## config.mk

```make
export PLATFORM = sky130hd
export DESIGN_NAME = gi_masked_sched
export DESIGN_NICKNAME = d
export VERILOG_FILES = /design/src/rtl/gi_masked_sched.sv
export SDC_FILE = /design/constraint.sdc
export NUM_CORES = 1
export LEC_CHECK = 0
export CORE_ASPECT_RATIO = 0.8
export CORE_UTILIZATION = 50
export DETAILED_ROUTE_END_ITERATION = 8
export PLACE_DENSITY = 0.83
export SYNTH_ARGS = -nofsm -noshare
export SYNTH_HDL_FRONTEND = slang
export SYNTH_SLANG_ARGS = --single-unit
export TNS_END_PERCENT = 30
```

## constraint.sdc

```tcl
create_clock -name clk -period 7.74 [get_ports clk]
set_input_delay 2.322 -clock clk [delete_from_list [all_inputs] [get_ports clk]]
set_output_delay 2.322 -clock clk [all_outputs]
set_load 0.02 [all_outputs]
```

## src/rtl/gi_masked_sched.sv

```systemverilog
// gi_masked_sched: shares one gi_prime masked-monomial stage among NREQ requesters.
// A round-robin arbiter grants one requester per cycle. Each accepted request gets a fresh
// 15-bit mask from an internal LFSR. The result passes through two register stages and
// leaves on a valid/ready port together with its mask and the requester index.
//
// Ports:
//   clk        rising-edge clock
//   rst        synchronous active-high reset
//   req_valid  per-requester request valid                      [NREQ]
//   req_data   4-bit operand per requester, lane i at [4i+3:4i] [4*NREQ]
//   req_ready  one-hot grant, combinational                     [NREQ]
//   seed_load  request to reload the LFSR (suppresses grants)
//   seed_val   new LFSR value (zero maps to 15'h0001)           [15]
//   seed_ack   high in the cycle the seed is applied
//   out_valid  result valid
//   out_ready  downstream accept
//   out_data   masked monomial vector                           [15]
//   out_rnd    mask used for this result                        [15]
//   out_id     index of the served requester                    [IDW]
//   busy       high while either pipeline stage holds data
module gi_masked_sched #(
  parameter int unsigned NREQ     = 4,
  parameter int unsigned IDW      = 2,
  parameter logic [14:0] SEED_RST = 15'h0001
) (
  input  logic              clk,
  input  logic              rst,
  input  logic [NREQ-1:0]   req_valid,
  input  logic [4*NREQ-1:0] req_data,
  output logic [NREQ-1:0]   req_ready,
  input  logic              seed_load,
  input  logic [14:0]       seed_val,
  output logic              seed_ack,
  output logic              out_valid,
  input  logic              out_ready,
  output logic [14:0]       out_data,
  output logic [14:0]       out_rnd,
  output logic [IDW-1:0]    out_id,
  output logic              busy
);

  // Monomials of {a,b,c,d} = x[3:0]: singles, pairs, triples, quadruple, each masked.
  function automatic logic [14:0] gi_prime(input logic [3:0] x, input logic [14:0] rnd);
    logic a, b, c, d;
    logic [14:0] m;
    a = x[3];
    b = x[2];
    c = x[1];
    d = x[0];
    m[0]  = a;
    m[1]  = b;
    m[2]  = c;
    m[3]  = d;
    m[4]  = a & b;
    m[5]  = a & c;
    m[6]  = a & d;
    m[7]  = b & c;
    m[8]  = b & d;
    m[9]  = c & d;
    m[10] = a & b & c;
    m[11] = a & b & d;
    m[12] = a & c & d;
    m[13] = b & c & d;
    m[14] = a & b & c & d;
    return m ^ rnd;
  endfunction

  logic [14:0]     lfsr_q;
  logic [IDW-1:0]  ptr_q;

  logic            a_valid_q;
  logic [3:0]      a_inp_q;
  logic [14:0]     a_rnd_q;
  logic [IDW-1:0]  a_id_q;

  logic            b_valid_q;
  logic [14:0]     b_data_q;
  logic [14:0]     b_rnd_q;
  logic [IDW-1:0]  b_id_q;

  logic            b_load;
  logic            grant_ok;
  logic            seed_apply;
  logic            transfer;
  logic            found;
  logic [NREQ-1:0] rot;
  logic [IDW:0]    sum;
  logic [IDW-1:0]  grant_idx;
  logic [NREQ-1:0] grant;
  logic [3:0]      sel_data;

  assign busy       = a_valid_q | b_valid_q;
  assign b_load     = ~b_valid_q | out_ready;
  // Stage A can take a new entry when empty or when it is moving into stage B.
  assign grant_ok   = ~rst & ~seed_load & (~a_valid_q | b_load);
  assign seed_apply = ~rst & seed_load & ~busy;
  assign seed_ack   = seed_apply;

  // Round-robin search: rotate so the pointer sits at bit 0, take the lowest set bit.
  always_comb begin
    rot       = NREQ'({req_valid, req_valid} >> ptr_q);
    found     = 1'b0;
    sum       = '0;
    grant_idx = '0;
    for (int unsigned k = 0; k < NREQ; k++) begin
      if (!found && rot[k]) begin
        found = 1'b1;
        sum   = {1'b0, ptr_q} + (IDW+1)'(k);
        if (sum >= (IDW+1)'(NREQ)) begin
          sum = sum - (IDW+1)'(NREQ);
        end
        grant_idx = sum[IDW-1:0];
      end
    end
  end

  always_comb begin
    grant    = '0;
    sel_data = '0;
    for (int unsigned i = 0; i < NREQ; i++) begin
      grant[i] = grant_ok & found & (grant_idx == IDW'(i));
      if (grant_idx == IDW'(i)) begin
        sel_data = req_data[4*i +: 4];
      end
    end
  end

  assign req_ready = grant;
  assign transfer  = |grant;

  always_ff @(posedge clk) begin
    if (rst) begin
      lfsr_q    <= SEED_RST;
      ptr_q     <= '0;
      a_valid_q <= 1'b0;
      a_inp_q   <= '0;
      a_rnd_q   <= '0;
      a_id_q    <= '0;
      b_valid_q <= 1'b0;
      b_data_q  <= '0;
      b_rnd_q   <= '0;
      b_id_q    <= '0;
    end else begin
      // Grants are suppressed while seed_load is high, so the two branches never collide.
      if (seed_apply) begin
        lfsr_q <= (seed_val == 15'h0000) ? 15'h0001 : seed_val;
      end else if (transfer) begin
        lfsr_q <= {lfsr_q[13:0], lfsr_q[14] ^ lfsr_q[13]};
      end

      if (transfer) begin
        ptr_q <= (grant_idx == IDW'(NREQ - 1)) ? '0 : grant_idx + 1'b1;
      end

      if (b_load) begin
        b_valid_q <= a_valid_q;
        if (a_valid_q) begin
          b_data_q <= gi_prime(a_inp_q, a_rnd_q);
          b_rnd_q  <= a_rnd_q;
          b_id_q   <= a_id_q;
        end
      end

      if (transfer) begin
        a_valid_q <= 1'b1;
        a_inp_q   <= sel_data;
        a_rnd_q   <= lfsr_q;
        a_id_q    <= grant_idx;
      end else if (b_load) begin
        a_valid_q <= 1'b0;
      end
    end
  end

  assign out_valid = b_valid_q;
  assign out_data  = b_data_q;
  assign out_rnd   = b_rnd_q;
  assign out_id    = b_id_q;

endmodule

```

Word level (Yosys, flattened, before mapping):

Index checks and enable logic that the tools add are counted.

* output and inout port bits: 39
* logic and storage cells: 90
* bits of input ports: 39
* register bits after elaboration: 72

* shift-type cells: 1
* equality and inequality tests: 3
* bitwise logic cells: 30
* reduce and logical (&&, ||, !) cells: 12
* $lt $le $gt $ge: 4
* add/sub/neg operators: 8
* multiplexer cells: 22

Operators with widths (number)
* $mux 15: 3
* $and 1x1->1: 20
* $mux 2: 9
* $mux 4: 4
* $logic_not 15->1: 1
* $xor 15x15->15: 1
* $ge 3x3->1 const B: 3
* $shr 8x2->4: 1
* $sub 2x1->2 const B: 4
* $add 2x2->3 const B: 2
* $mux 1: 6
* $not 1->1: 5
* $eq 2x2->1 const B: 2
* $reduce_bool 2->1: 2
* $reduce_or 4->1: 1
* $add 2x1->3 const B: 1
* $ge 2x3->1 const B: 1
* $logic_and 1x1->1: 3
* $logic_not 1->1: 3
* $or 1x1->1: 3
* $add 2x1->2 const B: 1
* $eq 2x1->1 const B: 1
* $logic_not 2->1: 1
* $reduce_and 2->1: 1
* $xor 1x1->1: 1

Longest topological paths before layout:

Gate-level depths: netlist of the first run.

* word-level depth: 16
* mapped depth: 12
* mapped depth without buffers: 10

Worst setup path after synthesis of the first run:

OpenSTA, ideal clock, no wires.

* path kind: input -> output
* start point: input req_valid[3]
* end point: output req_ready[2]
* path buffers: 1
* arrival: 3.476 ns
* stages: 7
* data required time: 5.418 ns
* slack: 1.942 ns
* cell sequence: inv_1 and3_1 nor3_1 inv_1 ha_1 buf_6 and3_1

* word-level cells in the longest chain between the ends: 13
* elaborated cells on any way between the ends: 18
* classes of those cells: eq/ne: 1; shift: 1; mux: 8; bitwise: 2; reduce/logical: 6

RTL lines
* start, declared: line 28 `input logic [NREQ-1:0] req_valid,`
* $shr 8x2->4 (*): line 101 `rot = NREQ'({req_valid, req_valid} >> ptr_q);`
* $mux 1: line 106 `if (!found && rot[k]) begin`
* $logic_not 1->1: line 106
* $logic_and 1x1->1: line 106
* $mux 1: line 106
* $logic_not 1->1: line 106
* $logic_and 1x1->1: line 106
* $mux 1: line 106
* $logic_not 1->1: line 106
* $logic_and 1x1->1: line 106
* $mux 2 (*): line 106
* net grant_idx[0]: line 88 `logic [IDW-1:0] grant_idx;`
* $eq 2x2->1 (*): line 121 `grant[i] = grant_ok & found & (grant_idx == IDW'(i));`
* $and 1x1->1 (*): line 121
* end, declared: line 30 `output logic [NREQ-1:0] req_ready,`

Mark *: on every way through the listed nets, which the timed path passes. The rest lies on a longest branch.

Final worst setup path of the first run:

* start point: input req_valid[3]
* end point: output req_ready[3]

The elaborated chain is that of the path after synthesis.

==> reports/metrics.yaml, run 1 <==
outcome:
  outcome: "complete, no violations"
clock_network:
  root_buffer: "clkbuf_8"
  clockBufferDepth: 2
  cts_resized: 0
  cts_max_level: 3
  cts.reportedPaths.clkPinSlew_ns: 0.06
  cts_tree: "built"
  clk_latency_ns: 0.34
  cts_buffers: 9
  cts_setup_buffers: 0
  ctsHoldBuffers: 0
  clock-sinks: 72
synthesis:
  synth_top_cell_area_share: 0.465
  syn-num-nets: 417
  synth_area_leader_cell: "dfxtp_1"
  syn-mean-instance-area_sq_um: 8.28
  synthTopCellsByArea: "dfxtp_1, nand2_1, a21oi_1, a211oi_1, xor2_1"
  yosys_warnings: 0
  postSynthCellCount: 374
  synth_area_sq_um: 3100
  ys_seq_elements: 72
  synth-seq-area-share: 0.465
  synthDistinctLibCells: 39
setup_path:
  worstPathRequired_ns: 5.42
  r2r-start: "ptr_q[1]"
  path_buf_inv: 3
  crit_family: "buffers and inverters"
  cp-end-kind: "output port"
  crit_fanout: 10
  slowest_stage: "clkdlybuf4s50_1"
  startpoint: "req_valid[3]"
  worstPathArrival_ns: 4.70
  cp_cell_sequence: "clkdlybuf4s50_1 -> inv_1 -> and3_1 -> nor3_1 -> ha_1 -> and3_1 -> clkdlybuf4s50_1"
  start_kind: "primary input"
  critical-path-max-stage-delay_ns: 0.60
  path_class: "primary input to output port"
final_layout:
  n_fill_cell: 497
  drive_gt1_frac: 0.0682
  stdcell_area_sq_um: 4010
  area_delta_synth_final_pct: 29.4
  finish.utilization: 0.674
  nets: 481
  n_antenna_cell: 0
die:
  rows: 25
  io-pin-count: 78
  fp.dieW_um: 90.0
  die_h_um: 72.4
  design.die.area_sq_um: 6510
  core_sq_um: 5940
  start_util: 0.521
route:
  drt_iter0_drc: 162
  remaining_drc_errors: 0
  wire_per_inst_um: 13.3
  ant_nets: 0
  dr.pass1.iters: 4
  avgViaCountPerCell: 5.32
  wl_mm: 6.93
  vias: 2772
timing:
  slew_headroom: 0.349
  setup-violations-final: 0
  setup_tns_ns: 0
  fin_worst_skew_ns: 0.00501
  min_period_over_period: 0.907
  rsz0062_at_grt: "no"
  finalCriticalPeriod_ns: 7.02
  fin_ws_ns: 0.720
  worst_slew_pin_slew_ns: 0.976
  fmax_mhz: 142
  hold_viol_final: 0
  finalMaxSlewViolations: 0
hold_path:
  hold_path_startpoint: "out_rnd[9]"
  hold_path_class: "register to register"
place:
  dp_hpwl_mm: 5.02
  place_congestion: 0.838
  pre_cts_slack_ns: 0.711
  io_buffers: 77
  place_area_sq_um: 3850
power_and_ir_drop:
  p_per_area_nw_per_um2: 195
  p_switching_mw: 0.205
  peakVddDrop_v: 0.0000966
  leakagePower_nw: 1.37
  power_frac_comb: 0.161
  seqPwrFrac: 0.519
  power_switching_share: 0.263
  cellInternalPower_mw: 0.574
  pwr-share-clk: 0.320
global_routing:
  grt_first_pass_wirelength_mm: 11.5
  grt_pass1_vias: 2497
  grt_max_degree: 54
  grt.overflow.total: 0
  antenna_found_initial: 0
  grt_use_total: 0.224
run:
  maxCapViolCount: 0
[sequential cells by signal, summed over array words and instances (netlist names)]
register and count:
a_valid_q 1, ptr_q 2, out_valid 1, lfsr_q 15
out_data 15, out_rnd 15, out_id 2, a_inp_q 4
a_rnd_q 15, a_id_q 2
[routing by layer]
metal	share of wire	track usage	wire length, um	vias to the layer above
li1	-	-	-	1406
met1	0.47	0.310	3260	1269
met2	0.44	0.339	3070	95
met3	0.084	0.0713	581	2
met4	0.0032	0.0627	22	0
met5	0	0	0	-
[power groups by stage]
| stage | logic, mW | clock network, mW | registers (mW) |
|---|---|---|---|
| after floorplan | 0.0793 | 0 | 0.411 |
| after global placement | 0.122 | 0 | 0.412 |
| after detailed placement | 0.125 | 0 | 0.412 |
| after CTS | 0.126 | 0.255 | 0.404 |
| after global routing | 0.138 | 0.268 | 0.406 |
| final | 0.125 | 0.250 | 0.404 |
[worst paths after layout]
| kind | slack (ns) | to | cells past startpoint |
|---|---|---|---|
| max | 0.72 | req_ready[3] | 7 |
| min | 0.46 | out_rnd[9] | 2 |
| max reg2reg | 4.50 | a_rnd_q[5] | 8 |
| min reg2reg | 0.46 | out_rnd[9] | 2 |
[kinds of logic after synthesis]
family,Yosys count,share of synthesized area
AO/OA/AOI/OAI,86,0.177
XOR/XNOR,16,0.0453
adder cells (fa/ha/maj),4,0.0162
buffers and inverters,32,0.0513
flip-flops,72,0.465
multiplexers,1,0.00323
AND/OR/NAND/NOR,163,0.242
[stage by stage]
| step | instances | power, mW | hold WS (ns) |
|---|---|---|---|
| floorplan | 374 | 0.491 | 0.432 |
| global placement | 508 | 0.534 | 0.443 |
| detailed placement | 508 | 0.537 | 0.445 |
| CTS | 521 | 0.785 | 0.458 |
| global route | 521 | 0.812 | 0.478 |
| finish | 521 | 0.779 | 0.457 |
[cell type report]
class,count,area [sq um],area share
Sequential cell,72,1440,0.360
Inverter,5,18.8,0.00468
Clock buffer,12,155,0.0387
Timing Repair Buffer,80,788,0.197
Clock inverter,1,5.00,0.00125
Multi-Input combinational cell,270,1500,0.374
Tap cell,81,101,0.0253
[worst reg2reg max path: stages, from the launching register on]
cell,delay (ns)
dfxtp_1,0.42
mux2i_1,0.21
nor2_1,0.06
nor3_1,0.39
ha_1,0.42
o41a_1,0.37
and2_1,0.83
nand2_1,0.26
a21oi_1,0.20
[cell usage after synthesis]
library cell and instances:
nand2_1 92, dfxtp_1 72, a21oi_1 43, nor2_1 21, a211oi_1 19, clkbuf_1 13, xor2_1 12, nor3_1 10
a31oi_1 9, nand2_2 9, nor2b_1 6, a22oi_1 5, and3_1 5, buf_1 5, inv_1 5, a221oi_1 4
buf_2 4, buf_6 4, ha_1 4, nand3_1 4, xnor2_1 4, and2_1 3, nor4_1 3, nand2b_1 2
nand4_1 2, a211oi_2 1, a21oi_4 1, and2_0 1, buf_4 1, mux2i_1 1, nand3b_1 1, nor3_4 1
nor3b_4 1, nor4_2 1, o21ai_0 1, o21ai_1 1, o2bb2a_1 1, o41a_1 1, or2_1 1
[cell usage in the layout (no fill, tap or decap), types with 2 or more instances in the layout]
cell type        netlist  routed
dfxtp_1               72      72
nor2_1                21      21
nor4_1                 3       3
clkbuf_8               0      11
nand2_1               92      92
nor3_1                10      10
ha_1                   4       4
a211oi_1              19      19
nand2_2                9       9
nand4_1                2       2
nor2b_1                6       6
xnor2_1                4       4
and2_1                 3       3
a31oi_1                9       9
a221oi_1               4       4
buf_4                  1       3
nand2b_1               2       2
a21oi_1               43      43
and3_1                 5       5
a22oi_1                5       5
nand3_1                4       4
xor2_1                12      12
clkdlybuf4s50_1        0      76
inv_1                  5       5
(Power assumes the default switching activity.)
==> run 2, diff against run 1 <==
--- a/config.mk
+++ b/config.mk
@@ -6,9 +6,11 @@
 export NUM_CORES = 1
 export LEC_CHECK = 0
 export CORE_ASPECT_RATIO = 0.8
-export CORE_UTILIZATION = 50
+export CORE_UTILIZATION = 35
 export DETAILED_ROUTE_END_ITERATION = 8
-export PLACE_DENSITY = 0.83
+export GPL_TIMING_DRIVEN = 0
+export PLACE_DENSITY = 0.62
+export SLEW_MARGIN = 10
 export SYNTH_ARGS = -nofsm -noshare
 export SYNTH_HDL_FRONTEND = slang
 export SYNTH_SLANG_ARGS = --single-unit
==> reports/metrics.yaml, run 2 (synthesis results as in run 1) <==
timing:
  finalMaxSlewViolations: 0  # unchanged
  setup-violations-final: 0  # unchanged
  fmax_mhz: 143  # +0.49%
  hold_viol_final: 0  # unchanged
  rsz0062_at_grt: "no"
  setup_tns_ns: 0  # unchanged
  slew_headroom: 0.654  # +0.305
  fin_worst_skew_ns: 0.00870  # +0.00368 ns
  finalCriticalPeriod_ns: 6.99  # -0.0342 ns
  worst_slew_pin_slew_ns: 0.519  # -0.457 ns
  min_period_over_period: 0.903  # -0.00442
setup_path:
  r2r-start: "ptr_q[1]"
  start_kind: "primary input"
  worstPathRequired_ns: 5.42  # about the same
  path_class: "primary input to output port"
  r2r_slack_ns: 4.77  # +0.27 ns
  startpoint: "req_valid[3]"
  crit_fanout: 7  # -3
  cp-end-kind: "output port"
  worstPathArrival_ns: 4.66  # -0.04 ns
route:
  avgViaCountPerCell: 4.84  # -9.0%
  wire_per_inst_um: 13.8  # +3.8%
  remaining_drc_errors: 0  # unchanged
  dr.pass1.iters: 5  # +1
  vias: 2800  # +1.0%
  wl_mm: 7.99  # +15%
  ant_nets: 0  # unchanged
  drt_iter0_drc: 68  # -58%
global_routing:
  grt_use_total: 0.181  # -0.0433
  grt_max_degree: 12  # -78%
  grt.overflow.total: 0  # unchanged
  antenna_found_initial: 0  # unchanged
  grt_pass1_vias: 2582  # +3.4%
  grt_first_pass_wirelength_mm: 12.8  # +11%
final_layout:
  stdcell_count: 578  # +11%
  stdcell_area_sq_um: 4180  # +4.3%
  final_cell_mix: "nand2_1, clkdlybuf4s50_1, dfxtp_1"
  final_common_cell: "nand2_1"
  multi_input_area_sq_um: 1500  # unchanged
  drive_gt1_frac: 0.0773  # +0.00907
  n_antenna_cell: 0  # unchanged
  area_delta_synth_final_pct: 34.9
  nets: 504  # +4.8%
  n_fill_cell: 854  # +72%
  regArea_sq_um: 1440  # unchanged
die:
  io-pin-count: 78  # unchanged
  die_h_um: 86.1  # +19%
  design.die.area_sq_um: 9230  # +42%
  fp.dieW_um: 107  # +19%
  core_sq_um: 8520  # +43%
  start_util: 0.363  # -0.158
  rows: 30  # +20%
clock_network:
  ctsHoldBuffers: 0  # unchanged
  cts_resized: 0  # unchanged
  clk_latency_ns: 0.34  # about the same
  cts_tree: "built"
  root_buffer: "clkbuf_8"
  cts_setup_buffers: 0  # unchanged
  cts_max_level: 3  # unchanged
  cts.reportedPaths.clkPinSlew_ns: 0.07  # about the same
  clockBufferDepth: 2  # unchanged
  clock-sinks: 72  # unchanged
  cts_buffers: 9  # unchanged
hold_path:
  hold_path_startpoint: "out_rnd[0]"
  hold_path_class: "register to register"
outcome:
  outcome: "complete, no violations"
power_and_ir_drop:
  peakVddDrop_v: 0.0000904  # -6.4%
  p_per_area_nw_per_um2: 197  # +1.3%
  leakagePower_nw: 1.43  # +4.1%
place:
  io_buffers: 76  # -1.3%
  dp_hpwl_mm: 6.17  # +23%
  place_congestion: 0.809  # -3.4%
  place_area_sq_um: 4000  # +3.9%
  dp.cells: 562  # +11%
run:
  maxCapViolCount: 0  # unchanged
[run 2: cell count changes in the layout (fill, tap and decap cells not counted), moves of 2 or more]
| cell | change |
|---|---|
| buf_1 | +5 |
| buf_2 | +3 |
| buf_4 | -2 |
| buf_6 | +4 |
| clkbuf_1 | +15 |
| clkbuf_8 | -2 |
| clkinv_2 | +2 |
[run 2: metrics by stage]
stage / total power, mW / hold slack (ns) / setup slack, ns / util
2_1_floorplan: 0.491 / 0.432 / 1.94 / -
3_3_place_gp: 0.546 / 0.448 / 0.764 / 0.469
3_5_place_dp: 0.548 / 0.451 / 0.737 / 0.469
4_1_cts: 0.825 / 0.461 / 0.729 / 0.490
5_1_grt: 0.860 / 0.475 / 0.552 / 0.490
6_report: 0.823 / 0.458 / 0.754 / 0.490
[run 2: area by class of cell]
type | instances | share of cell area
clock buffer | 12 | 0.0323
inverter | 5 | 0.00449
timing repair buffer | 76 | 0.182
multi-input combinational | 270 | 0.358
sequential | 72 | 0.345
buffer | 27 | 0.0335
tap | 112 | 0.0335
clock inverter | 4 | 0.0108
[run 2: path summary, 6_finish.rpt]
check | to | cells after the start
worst min-delay path | out_rnd[0] | 2
worst min register to register | out_rnd[0] | 2
worst max register to register | a_rnd_q[3] | 12
worst max-delay path | req_ready[1] | 7
[run 2: power by group]
part	switching (mW)	total [mW]	internal [mW]
Sequential	0.0117	0.400	0.388
Combinational	0.0769	0.140	0.0635
Clock	0.135	0.283	0.148
[run 2: layer usage]
metal  GRT usage  routed length [um]  vias to the layer above
met2       0.266                3360                       73
met1       0.263                4100                     1271
met3      0.0486                 465                        9
li1            -                   -                     1447
met5           0                   0                        -
met4      0.0374                  59                        0
[run 2: critical path, stage by stage]
cell             delay (ns)
clkdlybuf4s50_1        0.51
inv_1                  0.07
and3_1                 0.17
nor3_1                 0.42
ha_1                   0.38
and3_1                 0.19
clkdlybuf4s50_1        0.59
